File: config.mk
export PLATFORM = sky130hd
export DESIGN_NAME = bsk_entry_ptr_ctrl
export DESIGN_NICKNAME = d
export VERILOG_FILES = /design/src/rtl/bsk_entry_ptr_ctrl_pkg.sv /design/src/rtl/bsk_ring_ptr.sv /design/src/rtl/bsk_entry_ptr_ctrl.sv
export SDC_FILE = /design/constraint.sdc
export NUM_CORES = 1
export LEC_CHECK = 0
export BUFFER_PORTS_ARGS = -buffer_cell sky130_fd_sc_hd__buf_2
export CAP_MARGIN = 15
export CORE_UTILIZATION = 47
export DETAILED_ROUTE_END_ITERATION = 6
export GPL_TIMING_DRIVEN = 0
export PLACE_DENSITY = 0.72
export SLEW_MARGIN = 5
export SYNTH_ARGS = -nofsm -noshare
export SYNTH_HDL_FRONTEND = slang
export SYNTH_HIERARCHICAL = 1
export SYNTH_SLANG_ARGS = --single-unit
File: constraint.sdc
create_clock -name prc_clk -period 2.3 [get_ports prc_clk]
set_input_delay 0.46 -clock prc_clk [delete_from_list [all_inputs] [get_ports prc_clk]]
set_output_delay 0.46 -clock prc_clk [all_outputs]
set_load 0.01 [all_outputs]
File: src/rtl/bsk_entry_ptr_ctrl_pkg.sv
// BSK entry pointer interface: shared constants, pointer/error types and FSM states.
// Latency: n/a (types and constants only).
// Backpressure: n/a.
package bsk_entry_ptr_ctrl_pkg;

    localparam int BSK_SLOT_NB        = 8;
    localparam int BSK_SLOT_PER_BATCH = 4;
    localparam int BSK_BATCH_NB       = 2;
    localparam int BSK_PTR_W          = $clog2(BSK_SLOT_NB) + 1;

    // Ring pointer; MSB is the wrap bit so full and empty are distinguishable.
    typedef logic [BSK_PTR_W-1:0] bsk_ptr_t;

    // Two-bit error vector, merged into the parent's wider error word.
    typedef struct packed {
        logic udf;  // [1] release requested with nothing consumable
        logic ovf;  // [0] fill signalled while the ring is full
    } bsk_error_t;

    typedef enum logic {
        ST_IDLE = 1'b0,
        ST_RUN  = 1'b1
    } bsk_state_t;

endpackage

File: src/rtl/bsk_ring_ptr.sv
// BSK ring pointer pair: occupancy, full/empty and overflow/underflow detection.
// Latency: pointers move one cycle after an accepted event; pulses are registered (1 cycle).
// Backpressure: none; unacceptable events are dropped and flagged on error.
module bsk_ring_ptr
    import bsk_entry_ptr_ctrl_pkg::*;
#(
    parameter int SLOT_NB = 8
) (
    input  logic                       clk,
    input  logic                       rst,
    input  logic                       wr_inc,
    input  logic                       rd_req,
    input  logic                       rd_allow,
    output logic                       rd_acc,
    output logic                       rel_pulse,
    output logic [$clog2(SLOT_NB)-1:0] rd_idx,
    output logic [$clog2(SLOT_NB):0]   occupancy,
    output logic [1:0]                 error
);

    localparam int IW = $clog2(SLOT_NB);
    localparam int PW = IW + 1;

    logic [PW-1:0] wr_ptr;
    logic [PW-1:0] rd_ptr;
    logic          full;
    logic          empty;
    logic          wr_acc;
    bsk_error_t    err_nxt;
    bsk_error_t    err_q;

    // Modulo-2*SLOT_NB difference falls out of the natural PW-bit wrap.
    assign occupancy = wr_ptr - rd_ptr;
    assign full      = (occupancy == PW'(SLOT_NB));
    assign empty     = (occupancy == '0);
    assign rd_idx    = rd_ptr[IW-1:0];

    // A release in the same cycle frees a slot, so a fill at full still fits.
    assign rd_acc        = rd_req & rd_allow & ~empty;
    assign wr_acc        = wr_inc & (~full | rd_acc);
    assign err_nxt.ovf   = wr_inc & ~wr_acc;
    assign err_nxt.udf   = rd_req & ~rd_acc;
    assign error         = err_q;

    // Pointer advance on accepted fill / release events.
    always_ff @(posedge clk or posedge rst) begin
        if (rst) begin
            wr_ptr <= '0;
            rd_ptr <= '0;
        end else begin
            if (wr_acc) wr_ptr <= wr_ptr + PW'(1);
            if (rd_acc) rd_ptr <= rd_ptr + PW'(1);
        end
    end

    // One-cycle registered release and error pulses.
    always_ff @(posedge clk or posedge rst) begin
        if (rst) begin
            rel_pulse <= 1'b0;
            err_q     <= '0;
        end else begin
            rel_pulse <= rd_acc;
            err_q     <= err_nxt;
        end
    end

endmodule

File: src/rtl/bsk_entry_ptr_ctrl.sv
// Consumer-side BSK entry pointer controller: batch command FSM over the BSK slot ring.
// Latency: batch announce, release and error pulses appear the cycle after their event.
// Backpressure: cmd_rdy is low while a batch runs; slot events are never stalled, only dropped.
module bsk_entry_ptr_ctrl
    import bsk_entry_ptr_ctrl_pkg::*;
#(
    parameter int SLOT_NB        = BSK_SLOT_NB,
    parameter int BATCH_NB       = BSK_BATCH_NB,
    parameter int SLOT_PER_BATCH = BSK_SLOT_PER_BATCH
) (
    input  logic                        prc_clk,
    input  logic                        prc_rst,
    input  logic [$clog2(BATCH_NB)-1:0] cmd_batch_id,
    input  logic                        cmd_vld,
    output logic                        cmd_rdy,
    input  logic                        inc_wr_ptr,
    input  logic                        slot_done,
    output logic [BATCH_NB-1:0]         batch_start_1h,
    output logic                        inc_rd_ptr,
    output logic                        slot_avail,
    output logic [$clog2(SLOT_NB)-1:0]  slot_idx,
    output logic [$clog2(SLOT_NB):0]    occupancy,
    output logic [1:0]                  error
);

    localparam int DW = $clog2(SLOT_PER_BATCH + 1);

    bsk_state_t    state;
    logic [DW-1:0] done_cnt;
    logic          rd_acc;

    bsk_ring_ptr #(
        .SLOT_NB (SLOT_NB)
    ) u_ring (
        .clk       (prc_clk),
        .rst       (prc_rst),
        .wr_inc    (inc_wr_ptr),
        .rd_req    (slot_done),
        .rd_allow  (state == ST_RUN),
        .rd_acc    (rd_acc),
        .rel_pulse (inc_rd_ptr),
        .rd_idx    (slot_idx),
        .occupancy (occupancy),
        .error     (error)
    );

    assign slot_avail = (state == ST_RUN) && (occupancy != '0);

    // Batch FSM; the accepted batch id lives on only as the registered one-hot announce.
    always_ff @(posedge prc_clk or posedge prc_rst) begin
        if (prc_rst) begin
            state          <= ST_IDLE;
            cmd_rdy        <= 1'b1;
            done_cnt       <= '0;
            batch_start_1h <= '0;
        end else begin
            batch_start_1h <= '0;
            case (state)
                ST_IDLE: begin
                    if (cmd_vld) begin
                        state          <= ST_RUN;
                        cmd_rdy        <= 1'b0;
                        done_cnt       <= '0;
                        batch_start_1h <= BATCH_NB'(1) << cmd_batch_id;
                    end
                end
                ST_RUN: begin
                    if (rd_acc) begin
                        if (done_cnt == DW'(SLOT_PER_BATCH - 1)) begin
                            state    <= ST_IDLE;
                            cmd_rdy  <= 1'b1;
                            done_cnt <= '0;
                        end else begin
                            done_cnt <= done_cnt + DW'(1);
                        end
                    end
                end
                default: begin
                    state   <= ST_IDLE;
                    cmd_rdy <= 1'b1;
                end
            endcase
        end
    end

endmodule

## Word level (Yosys, flattened, before mapping)

Cells that the tools add are included.

| storage, ports and cells | value |
|---|---|
| flip-flop bits (word level) | 18 |
| logic and storage cells | 49 |
| input bits | 6 |
| output and inout bits | 14 |

| cells by class | value |
|---|---|
| bitwise operators | 11 |
| add/subtract/negate cells | 4 |
| equality and inequality tests | 5 |
| shift-type cells | 1 |
| multiplexer cells | 14 |
| reduce and logical (&&, ||, !) cells | 5 |

Operators with widths:

| operator | count |
|---|---|
| 3-bit two-way mux | 3 |
| 4-bit by 1-bit adder with 4-bit output, second input constant | 2 |
| 1-bit two-way mux | 6 |
| 3-bit case mux with 2 select lines | 1 |
| 1-bit AND | 5 |
| 1-bit NOT | 5 |
| 4-bit equality test, second input constant | 1 |
| 4-bit zero test | 1 |
| 2-bit two-way mux | 2 |
| 2-bit by 1-bit inequality test with 1-bit output, second input constant | 2 |
| 1-bit case mux with 2 select lines | 2 |
| 4-bit nonzero test | 1 |
| 4-bit subtractor | 1 |
| 3-bit by 1-bit adder with 3-bit output, second input constant | 1 |
| 3-bit by 2-bit equality test with 1-bit output, second input constant | 1 |
| 3-bit AND reduction | 1 |
| 2-bit inequality test, second input constant | 1 |
| 2-bit AND reduction | 1 |
| 1-bit by 1-bit << shifter with 2-bit output, first input constant | 1 |
| 1-bit logical AND | 1 |
| 1-bit bitwise OR | 1 |

## Longest topological paths before layout

Gate-level depths: netlist (run 1).

| depth | value |
|---|---|
| word-level depth | 8 |
| gate-level depth with buffers | 10 |
| gate-level depth less buffers | 10 |

## By module

The synthesis (run 1) kept the hierarchy.

Modules (own cells, without submodules):

| module | cells each | area an instance (sq um) | instances | seq. area each (sq um) |
|---|---|---|---|---|
| bsk_ring_ptr | 81 | 797.0 | 1 | 275.3 |
| bsk_entry_ptr_ctrl | 31 | 321.6 | 1 | 176.4 |

## Worst setup path after synthesis (run 1)

OpenSTA, ideal clock, no wires.

| timing | value |
|---|---|
| kind | flip-flop to output port |
| from | register u_ring.rd_ptr[2] |
| to | output slot_avail |
| path buffers | 0 |
| slack | 68 ps |
| data required time | 1,840 ps |
| stages on the path, launching flop included | 7 |
| arrival | 1,772 ps |
| cells stage by stage | dfrtp_1 inv_1 ha_1 and3b_1 o21ai_4 nand2_1 o41a_1 |

| on the way | value |
|---|---|
| word-level cells in the longest chain between the ends | 3 |

RTL lines:

| what | line | RTL |
|---|---|---|
| start: declaration | bsk_ring_ptr.sv:25 | `logic [PW-1:0] rd_ptr;` |
| start signal: assignment | bsk_ring_ptr.sv:52 | `if (rd_acc) rd_ptr <= rd_ptr + PW'(1);` |
| 4-bit subtractor | bsk_ring_ptr.sv:33 | `assign occupancy = wr_ptr - rd_ptr;` |
| named net occupancy[3] | bsk_entry_ptr_ctrl.sv:22 | `output logic [$clog2(SLOT_NB):0] occupancy,` |
| 4-bit nonzero test | bsk_entry_ptr_ctrl.sv:47 | `assign slot_avail = (state == ST_RUN) && (occupancy != '0);` |
| 1-bit logical AND | bsk_entry_ptr_ctrl.sv:47 |  |
| end: declaration | bsk_entry_ptr_ctrl.sv:20 | `output logic slot_avail,` |

The timed path passes the listed nets, and every way through them passes these cells.

## Worst setup path after layout (run 1)

| timing | value |
|---|---|
| from | register u_ring.rd_ptr[2] |
| to | output slot_avail |

| on the way | value |
|---|---|
| word-level cells in the longest chain between the ends | 3 |

RTL lines:

| what | line |
|---|---|
| 4-bit subtractor | bsk_ring_ptr.sv:33 |
| 4-bit nonzero test | bsk_entry_ptr_ctrl.sv:47 |
| 1-bit logical AND | bsk_entry_ptr_ctrl.sv:47 |

No other way between the ends.

==> summary.md, run 1 <==
| Metric | Value |
|---|---|
| Layout area overhead | `32.8%` |
| Synth Flop Type | `dfrtp_1` |
| Worst hold path type | `primary input to asynchronous set/reset pin` |
| DIE WIDTH | `50.8 um` |
| Seq/Total Area, Yosys | `40.4%` |
| Routed Antenna Nets | `0` |
| Diodes inserted | `0` |
| Grt total ovfl | `0` |
| Worst-margin pin slew | `0.443 ns` |
| Max-cap viol count | `0` |
| Core Region | `2230 sq um` |
| Share of cells above drive strength 1 | `46.7%` |
| Post-Syn Area | `1120 sq um` |
| Initial Util | `50.1%` |
| Die H | `50.8 um` |
| Most common cell after layout, fill and taps aside | `buf_2` |
| Site Rows | `17` |
| Layout Skew | `0.00390 ns` |
| FILL cells | `184` |
| TritonCTS Buffers | `3` |
| Syn Nets | `125` |
| Avg Cell Area, Syn | `9.99 sq um` |
| CTS Sinks | `18` |
| Total Routing Usage GR | `22.3%` |
| Arrival @ worst endpoint | `2.02 ns` |
| Slew HR | `70.4%` |
| Nets@finish | `164` |
| Cells after Synth | `112` |
| Clock root buffer master | `clkbuf_4` |
| Largest net degree at the start of global routing | `12` |
| CP required | `1.84 ns` |
| Average vias per placed instance | `5.46` |
| Fin crit share | `108%` |
| Failing checks | `setup timing` |
| DRC | `0` |
| RePlAce Congestion | `0.824` |
| Unrepaired setup endpoints after global routing | `yes` |
| Crit start category | `register` |
| Worst-path clk slew | `0.11 ns` |
| Initial antenna violation count | `0` |
| Final HPWL DP | `1.60 mm` |
| DR WL/cell | `14.7 um` |
| Count of final setup violators | `1` |
| Die area | `2580 sq um` |
| CP Capture Type | `output port` |
| # hold bufs at CTS | `0` |
| Vias post-DR | `972` |
| Yosys warnings | `6` |
| PnR worst setup slack | `-0.175 ns` |
| TritonCTS clock tree | `built` |
| Yosys cell types | `41` |
| DRT iter0 DRCs | `12` |
| Global-route wire length before repair | `4.17 mm` |
| Status | `finished with violations` |
| Final core utilization | `66.5%` |
| Worst-case clock buffer depth | `2` |
| Fmax achieved | `404 MHz` |
| Most frequent cells in the layout | `19 x buf_2, 18 x buf_4, 14 x dfrtp_1` |
| # IOs | `20` |
| Min Tclk post-route | `2.48 ns` |
| Post-synth EDFFs | `0` |
| Synth Register Bits | `18` |
| Final slew viol count | `0` |
| Clock latency on the worst-skew pair | `0.30 ns` |
| Detailed Route WL | `2.62 mm` |
| H-tree depth | `1` |
| Final hold violation count | `0` |
| Setup Total Neg Slack | `-0.175 ns` |
| First-pass DRT Iterations | `4` |
| Port Buffer Count | `19` |
| Vias in the first global route | `941` |
| Worst Path Max Fanout | `5` |
| Worst Setup Path Type | `register to output port` |
| Async SR Flop Fraction | `100%` |
[cells by family (layout without fill, tap and decap cells)]
| family | Yosys count | after routing | share of synthesized area [%] |
|---|---|---|---|
| AND/OR/NAND/NOR | 40 | 40 | 19.1 |
| AO/OA/AOI/OAI | 24 | 24 | 17.7 |
| flip-flops | 18 | 18 | 40.4 |
| buffers and inverters | 15 | 53 | 6.82 |
| adder cells (fa/ha/maj) | 7 | 7 | 8.50 |
| XOR/XNOR | 7 | 7 | 6.15 |
| multiplexers | 1 | 1 | 1.34 |
[metrics by stage]
stage / hold slack [ns] / area [sq um] / setup slack [ns] / std cells
after floorplan: 0.263 / 1120 / 0.0682 / 112
after global placement: 0.407 / 1250 / -0.0567 / 159
after detailed placement: 0.411 / 1250 / -0.0906 / 159
after CTS: 0.0790 / 1430 / -0.168 / 175
after global routing: 0.107 / 1490 / -0.243 / 178
final: 0.0806 / 1490 / -0.175 / 178
[routing by layer]
metal | GRT usage, % | share of wire [%] | vias to the layer above
met1 | 27.0 | 42 | 461
met5 | 0 | 0 | -
met4 | 13.0 | 3.3 | 0
li1 | - | - | 467
met2 | 37.8 | 50 | 36
met3 | 2.73 | 4.7 | 8
[what timing repair did]
action,in CTS,in global routing
pin swaps,5,7
resized for setup,15,7
endpoints found under the setup margin,9,14
cloned,0,0
buffers inserted,12,3
[sequential cells by signal, summed over array words and instances, names as in the netlist]
signal / count
u_ring/error: 2
u_ring/wr_ptr: 4
u_ring/rel_pulse: 1
state: 1
done_cnt: 3
u_ring/rd_ptr: 4
batch_start_1h: 2
cmd_rdy: 1
[final timing paths]
check / startpoint / endpoint / slack, ns / cells after the start
worst max-delay path: u_ring/rd_ptr[2]$_DFFE_PP0P_ / slot_avail / -0.18 / 7
worst min-delay path: prc_rst / done_cnt[2]$_DFFE_PP0P_ / 0.08 / 2
worst max register to register: u_ring/rd_ptr[0]$_DFFE_PP0P_ / u_ring/wr_ptr[1]$_DFFE_PP0P_ / 0.01 / 8
worst min register to register: cmd_rdy$_DFFE_PP1P_ / cmd_rdy$_DFFE_PP1P_ / 0.49 / 2
max in group asynchronous: prc_rst / u_ring/rd_ptr[0]$_DFFE_PP0P_ / 1.82 / 2
min in group prc_clk: cmd_batch_id / batch_start_1h[0]$_DFF_PP0_ / 0.30 / 2
[cells in the mapped netlist (all sizes together), types with 3 or more instances]
master,count,share of area [%]
xor2,5,4.6
nand2,10,3.4
o211ai,5,3.4
inv,10,3.4
nor3,3,1.3
o21ai,4,2.8
ha,6,6.7
dfrtp,17,38
buf,4,3.0
a31oi,4,4.1
nor2,6,2.2
nand3,6,3.1
nor2b,3,1.7
a21oi,4,1.8
nand2b,3,1.9
[critical path: stages, from the launching register on]
cell and delay [ns]:
dfrtp_1 0.41, inv_2 0.09, ha_4 0.22, and3b_2 0.24, o21ai_4 0.17, nand2_2 0.08, o41a_1 0.35, buf_2 0.14
[final cells by class]
class                           count  area, sq um  share of cell area, %
Tap cell                           28         35.0                   2.36
Clock buffer                        4         36.3                   2.44
Buffer                              5         38.8                   2.61
Multi-Input combinational cell     79          674                   45.4
Inverter                           10         37.5                   2.53
Timing Repair Buffer               34          208                   14.0
Sequential cell                    18          455                   30.7
Power of run 1 is not shown: default switching activity piles up to over one toggle a cycle in this logic, so the estimate is an artifact.
==> run 2: changes to the inputs <==
Settings changed: ABC_AREA set to 1.
==> run 2 against run 1 <==
  * The run still ends with setup timing left
  * Cell area fell by 11%
  * Clock skew rose by 0.011 ns
  * Via count fell by 6.4%
  * Largest cell class unchanged
==> summary.md, run 2 <==
| Metric | Value |
|---|---|
| Worst R2R Start | `u_ring/wr_ptr[0]$_DFFE_PP0P_` |
| Power Dens Cells | `1720 nW/um^2` |
| Worst-case clock buffer depth | `2` |
| Yosys cell types | `23` |
| CP required | `1.84 ns` |
| Synth Area in Adders | `8.95%` |
| Grt total ovfl | `0` |
| Initial Util | `52.0%` |
| Buf/Inv on CP | `3` |
| Most common cell after layout, fill and taps aside | `nand2_1` |
| Simple-gate share of the synthesized area | `33.1%` |
| Diodes inserted | `0` |
| Post-synth top cells | `39 x nand2_1, 17 x dfrtp_1, 16 x inv_1` |
| DR WL/cell | `11.9 um` |
| Max VDD drop | `982 uV` |
| Share of cells above drive strength 1 | `38.0%` |
| Post-synth EDFFs | `0` |
| Fin crit share | `101%` |
| TritonCTS clock tree | `built` |
| Crit-path slowest cell | `fa_2` |
| First-pass DRT Iterations | `4` |
| Complex-gate fraction of the synthesized area | `2.94%` |
| DRC | `0` |
| Nets@finish | `172` |
| H-tree depth | `1` |
| Layout Skew | `0.0149 ns` |
| CP Capture Type | `output port` |
| Most frequent cells in the layout | `37 x nand2_1, 19 x buf_2, 14 x inv_1, 14 x dfrtp_1, 13 x nand3_1` |
| Clock power share | `8.7%` |
| Most area-consuming cells after synthesis | `dfrtp_1 40%, nand2_1 14%, ha_1 7.1%, nand3_1 6.6%, inv_1 5.7%` |
| Core Region | `2040 sq um` |
| Cell with the most instances after synthesis | `nand2_1` |
| Min Tclk post-route | `2.31 ns` |
| # hold bufs at CTS | `0` |
| Initial antenna violation count | `0` |
| Fmax achieved | `433 MHz` |
| NetSw | `1.09 mW` |
| Clock root buffer master | `clkbuf_4` |
| Worst path top cell family by delay | `adder cells` |
| Routed Antenna Nets | `0` |
| Worst-path clk slew | `0.11 ns` |
| Arrival @ worst endpoint | `1.85 ns` |
| Failing checks | `setup timing` |
| Crit-path cells | `inv_2 -> ha_4 -> inv_2 -> fa_2 -> nor2_1 -> a21oi_1 -> buf_2` |
| Cells after Synth | `128` |
| Leakage | `0.737 nW` |
| Largest net degree at the start of global routing | `12` |
| TritonCTS Buffers | `3` |
| Finished Layout Cells | `185` |
| PnR worst setup slack | `-0.0119 ns` |
| Cell-internal power | `1.19 mW` |
| Share of the synthesized area in the top cell type | `40.0%` |
| Syn Nets | `141` |
| Reg power frac | `24.6%` |
| DIE WIDTH | `49.5 um` |
| Layout area overhead | `25.1%` |
| Largest family of logic cells by synthesized area | `simple AND/OR/NAND/NOR gates` |
| Worst hold path type | `primary input to asynchronous set/reset pin` |
| Yosys warnings | `6` |
| Average vias per placed instance | `4.92` |
| CP peak stage delay | `0.58 ns` |
| Avg Cell Area, Syn | `8.30 sq um` |
| Count of final setup violators | `1` |
| Die area | `2450 sq um` |
| Synth Area in XOR/XNOR | `3.30%` |
| Placed cells | `174` |
| Final HPWL DP | `1.57 mm` |
| Overall power | `2.28 mW` |
| Vias in the first global route | `834` |
| Port Buffer Count | `19` |
| Final slew viol count | `0` |
| CTS Sinks | `18` |
| Async SR Flop Fraction | `100%` |
| Worst-margin pin slew | `0.443 ns` |
| Seq/Total Area, Yosys | `42.5%` |
| Worst Path Max Fanout | `3` |
| Top flop regs | `u_ring/rd_ptr (4), u_ring/wr_ptr (4), done_cnt (3)` |
| Max-cap viol count | `0` |
| R2R cell count | `15` |
| Worst Setup Path Type | `register to output port` |
| Status | `finished with violations` |
| Mux contribution to synthesized area | `0%` |
| R2r setup slk | `0.10 ns` |
| Site Rows | `16` |
| Logic pwr share | `66.6%` |
| Detailed Route WL | `2.19 mm` |
| Synth Register Bits | `18` |
| Fin Hold WS | `0.0712 ns` |
| Final core utilization | `65.1%` |
| Global-route wire length before repair | `3.53 mm` |
| CP most frequent cell | `inv_2` |
| Die H | `49.5 um` |
| Final hold violation count | `0` |
| Area leader, netlist | `dfrtp_1` |
| # IOs | `20` |
| DRT iter0 DRCs | `13` |
| RePlAce Congestion | `0.838` |
| FF-to-FF End | `cmd_rdy$_DFFE_PP1P_` |
| Clock latency on the worst-skew pair | `0.30 ns` |
| Slew HR | `70.5%` |
| Crit start category | `register` |
| Total Routing Usage GR | `19.3%` |
| Post-Syn Area | `1060 sq um` |
| Synth Flop Type | `dfrtp_1` |
| Unrepaired setup endpoints after global routing | `yes` |
| Switching Fraction | `47.9%` |
| Vias post-DR | `910` |
run 2: power by group through the flow:
stage	registers [mW]	logic, mW	clock network (mW)
floorplan	0.565	0.960	0
global placement	0.573	1.23	0
detailed placement	0.579	1.28	0
CTS	0.550	1.43	0.203
global route	0.581	1.69	0.214
finish	0.562	1.52	0.199
run 2: layout make-up:
| cell class | count | area (sq um) |
|---|---|---|
| Buffer | 3 | 22.5 |
| Clock buffer | 4 | 36.3 |
| Fill cell | 189 | 713 |
| Inverter | 20 | 75.1 |
| Multi-Input combinational cell | 87 | 558 |
| Sequential cell | 18 | 455 |
| Tap cell | 27 | 33.8 |
| Timing Repair Buffer | 26 | 148 |
run 2: metal layers:
metal | vias to the layer above | routed length (um) | track usage [%] | share of wire, %
met5 | - | 0 | 0 | 0
met4 | 0 | 22 | 5.71 | 1.0
met3 | 5 | 84 | 5.56 | 3.8
met2 | 18 | 1140 | 33.6 | 52
met1 | 432 | 944 | 22.7 | 43
li1 | 455 | - | - | -
run 2: what timing repair did:
item                       in CTS  in global routing
pin swaps                       1                  3
gates resized for setup         5                  8
setup endpoints to repair       4                  5
setup buffers                   5                  2
run 2: metrics by stage:
stage               instance area, sq um  setup WS [ns]  setup TNS (ns)
finish                              1330        -0.0119         -0.0119
CTS                                 1290        0.00415               0
detailed placement                  1190        0.00783               0
floorplan                           1060          0.210               0
global placement                    1190          0.112               0
global route                        1330         -0.111          -0.307
run 2: worst max path at each step:
stage / slack, ns / cells past startpoint / startpoint / endpoint
after CTS: 0.004 / 10 / u_ring/wr_ptr[0]$_DFFE_PP0P_ / slot_avail
after detailed placement: 0.008 / 13 / u_ring/rd_ptr[0]$_DFFE_PP0P_ / done_cnt[1]$_DFFE_PP0P_
final: -0.01 / 7 / u_ring/wr_ptr[0]$_DFFE_PP0P_ / slot_avail
after floorplan: 0.21 / 13 / u_ring/rd_ptr[0]$_DFFE_PP0P_ / done_cnt[1]$_DFFE_PP0P_
after global routing: -0.11 / 10 / u_ring/wr_ptr[0]$_DFFE_PP0P_ / slot_avail
after global placement: 0.11 / 13 / u_ring/rd_ptr[0]$_DFFE_PP0P_ / done_cnt[1]$_DFFE_PP0P_
run 2: worst register-to-register path: cells and delay by family (launching register included):
kind / cells / cell delay, ns
adders and majority gates: 2 / 0.60
and+or+nand+nor: 9 / 0.85
DFF: 1 / 0.41
buffers and inverters: 4 / 0.30
run 2: logic make-up after synthesis:
family	Yosys count
compound gates	5
buf+inv	23
flops	18
xor+xnor	4
fa+ha+maj	7
simple gates	71
No activity file was read; power rests on OpenSTA's default activity.
==> run 3: changes to the inputs <==
Settings changed: REMOVE_ABC_BUFFERS set to 1, TNS_END_PERCENT set to 1.
==> run 3 against run 2 <==
  * The run still ends with setup timing left
  * Global-route usage down 0.27 points
  * Utilization shrank 0.74 points
  * Critical path depth unchanged
  * Setup slack worse by 0.031 ns
  * Via count fell by 2.4%
  * Clock skew down 0.0093 ns
  * Register-to-register slack got worse by 0.05 ns
  * Maximum frequency down 1.3%
  * First-iteration DRC count unchanged
  * Sequential share of layout area is 0.30 points higher
  * Critical endpoint unchanged
==> summary.md, run 3 (synthesized netlist as in run 2, its figures left out) <==
| Metric | Value |
|---|---|
| Status | `finished with violations` |
| Failing checks | `setup timing` |
| Worst Path Max Fanout | `3` |
| Initial antenna violation count | `0` |
| Final HPWL DP | `1.61 mm` |
| Worst-case clock buffer depth | `2` |
| Layout area overhead | `23.7%` |
| Final Cell Area | `1310 sq um` |
| Max-cap viol count | `0` |
| DIE WIDTH | `49.5 um` |
| FILL cells | `189` |
| R2r setup slk | `0.05 ns` |
| Nets@finish | `170` |
| Fin crit share | `102%` |
| Total Routing Usage GR | `19.0%` |
| Clock root buffer master | `clkbuf_4` |
| Die area | `2450 sq um` |
| # IOs | `20` |
| Fmax achieved | `427 MHz` |
| Sequential Area | `454 sq um` |
| Routed Antenna Nets | `0` |
| Site Rows | `16` |
| Crit start category | `register` |
| Slew HR | `68.8%` |
| Final slew viol count | `0` |
| CP Capture Type | `output port` |
| PnR worst setup slack | `-0.0432 ns` |
| Share of cells above drive strength 1 | `37.8%` |
| Vias in the first global route | `848` |
| Top flop regs | `u_ring/rd_ptr (4), u_ring/wr_ptr (4), done_cnt (3)` |
| Die H | `49.5 um` |
| RePlAce Congestion | `0.797` |
| DR WL/cell | `12.0 um` |
| Most frequent cells in the layout | `37 x nand2_1, 19 x buf_2, 15 x dfrtp_1` |
| H-tree depth | `1` |
| DRT iter0 DRCs | `13` |
| First-pass DRT Iterations | `4` |
| Vias post-DR | `888` |
| Global-route wire length before repair | `3.51 mm` |
| Count of final setup violators | `1` |
| Min Tclk post-route | `2.34 ns` |
| Area of the multi-input gates | `567 sq um` |
| Grt total ovfl | `0` |
| Worst Setup Path Type | `register to output port` |
| Crit-path cells | `inv_2 -> ha_4 -> inv_4 -> fa_2 -> nor2_4 -> a21oi_2 -> buf_2` |
| Port Buffer Count | `19` |
| TritonCTS Buffers | `3` |
| Worst hold path type | `primary input to asynchronous set/reset pin` |
| Unrepaired setup endpoints after global routing | `yes` |
| DRC | `0` |
| Average vias per placed instance | `4.85` |
| Initial Util | `52.0%` |
| Final hold violation count | `0` |
| Layout Skew | `0.00554 ns` |
| Setup Total Neg Slack | `-0.0432 ns` |
| Worst-path clk slew | `0.10 ns` |
| Worst-margin pin slew | `0.468 ns` |
| Detailed Route WL | `2.20 mm` |
| Final core utilization | `64.3%` |
| CTS Sinks | `18` |
| CP peak stage delay | `0.62 ns` |
| Diodes inserted | `0` |
| Most common cell after layout, fill and taps aside | `nand2_1` |
| Post-Place Cell Area | `1170 sq um` |
| TritonCTS clock tree | `built` |
| # hold bufs at CTS | `0` |
| Crit-path slowest cell | `fa_2` |
| Arrival @ worst endpoint | `1.88 ns` |
| Largest net degree at the start of global routing | `12` |
| Clock latency on the worst-skew pair | `0.29 ns` |
| CP required | `1.84 ns` |
| Core Region | `2040 sq um` |
run 3: cell types whose count changed in the layout (fill, tap and decap cells not counted), sizes merged:
cell,change
buf,-2
run 3: area by class of cell:
cell class / count / area share (%)
repair buffers: 27 / 11.8
clock buffers: 4 / 2.00
inverters: 20 / 5.90
flip-flops and latches: 18 / 34.6
well taps: 27 / 2.57
multi-input cells: 87 / 43.1
run 3: worst max-delay path, delay by kind of cell (launching register included):
| family | cells | cell delay [ns] |
|---|---|---|
| and+or+nand+nor | 1 | 0.05 |
| adders and majority gates | 2 | 0.76 |
| DFF | 1 | 0.41 |
| buffers and inverters | 3 | 0.26 |
| AOI/OAI and AO/OA | 1 | 0.12 |
run 3: what timing repair did:
action / 4_1_cts / 5_1_grt
setup endpoints to repair: 3 / 4
hold endpoints to repair: 0 / 0
pin swaps: 1 / 3
setup buffers: 5 / 3
gates resized for setup: 6 / 11
run 3: final timing paths:
| path | start | to | depth (start not counted) |
|---|---|---|---|
| setup / recovery | u_ring/wr_ptr[0]$_DFFE_PP0P_ | slot_avail | 7 |
| min in group prc_clk | cmd_batch_id | batch_start_1h[0]$_DFF_PP0_ | 2 |
| hold reg to reg | cmd_rdy$_DFFE_PP1P_ | cmd_rdy$_DFFE_PP1P_ | 2 |
| setup reg to reg | u_ring/wr_ptr[0]$_DFFE_PP0P_ | cmd_rdy$_DFFE_PP1P_ | 15 |
| hold / removal | prc_rst | done_cnt[2]$_DFFE_PP0P_ | 2 |
| max in group asynchronous | prc_rst | u_ring/wr_ptr[1]$_DFFE_PP0P_ | 2 |
run 3: per-layer routing:
metal / wire length (um) / share of wire, % / GRT usage (%)
met1: 974 / 44 / 21.7
met2: 1100 / 50 / 32.9
met3: 109 / 4.9 / 7.41
met4: 21 / 0.95 / 4.76
met5: 0 / 0 / 0
run 3: metrics by stage:
stage	hold WS (ns)	cells	worst slack, ns
floorplan	0.263	125	0.164
global placement	0.408	171	0.129
detailed placement	0.418	171	0.0206
CTS	0.0921	180	-0.000991
global route	0.101	183	-0.109
finish	0.0920	183	-0.0432
Power of run 3 is left out for the same reason.
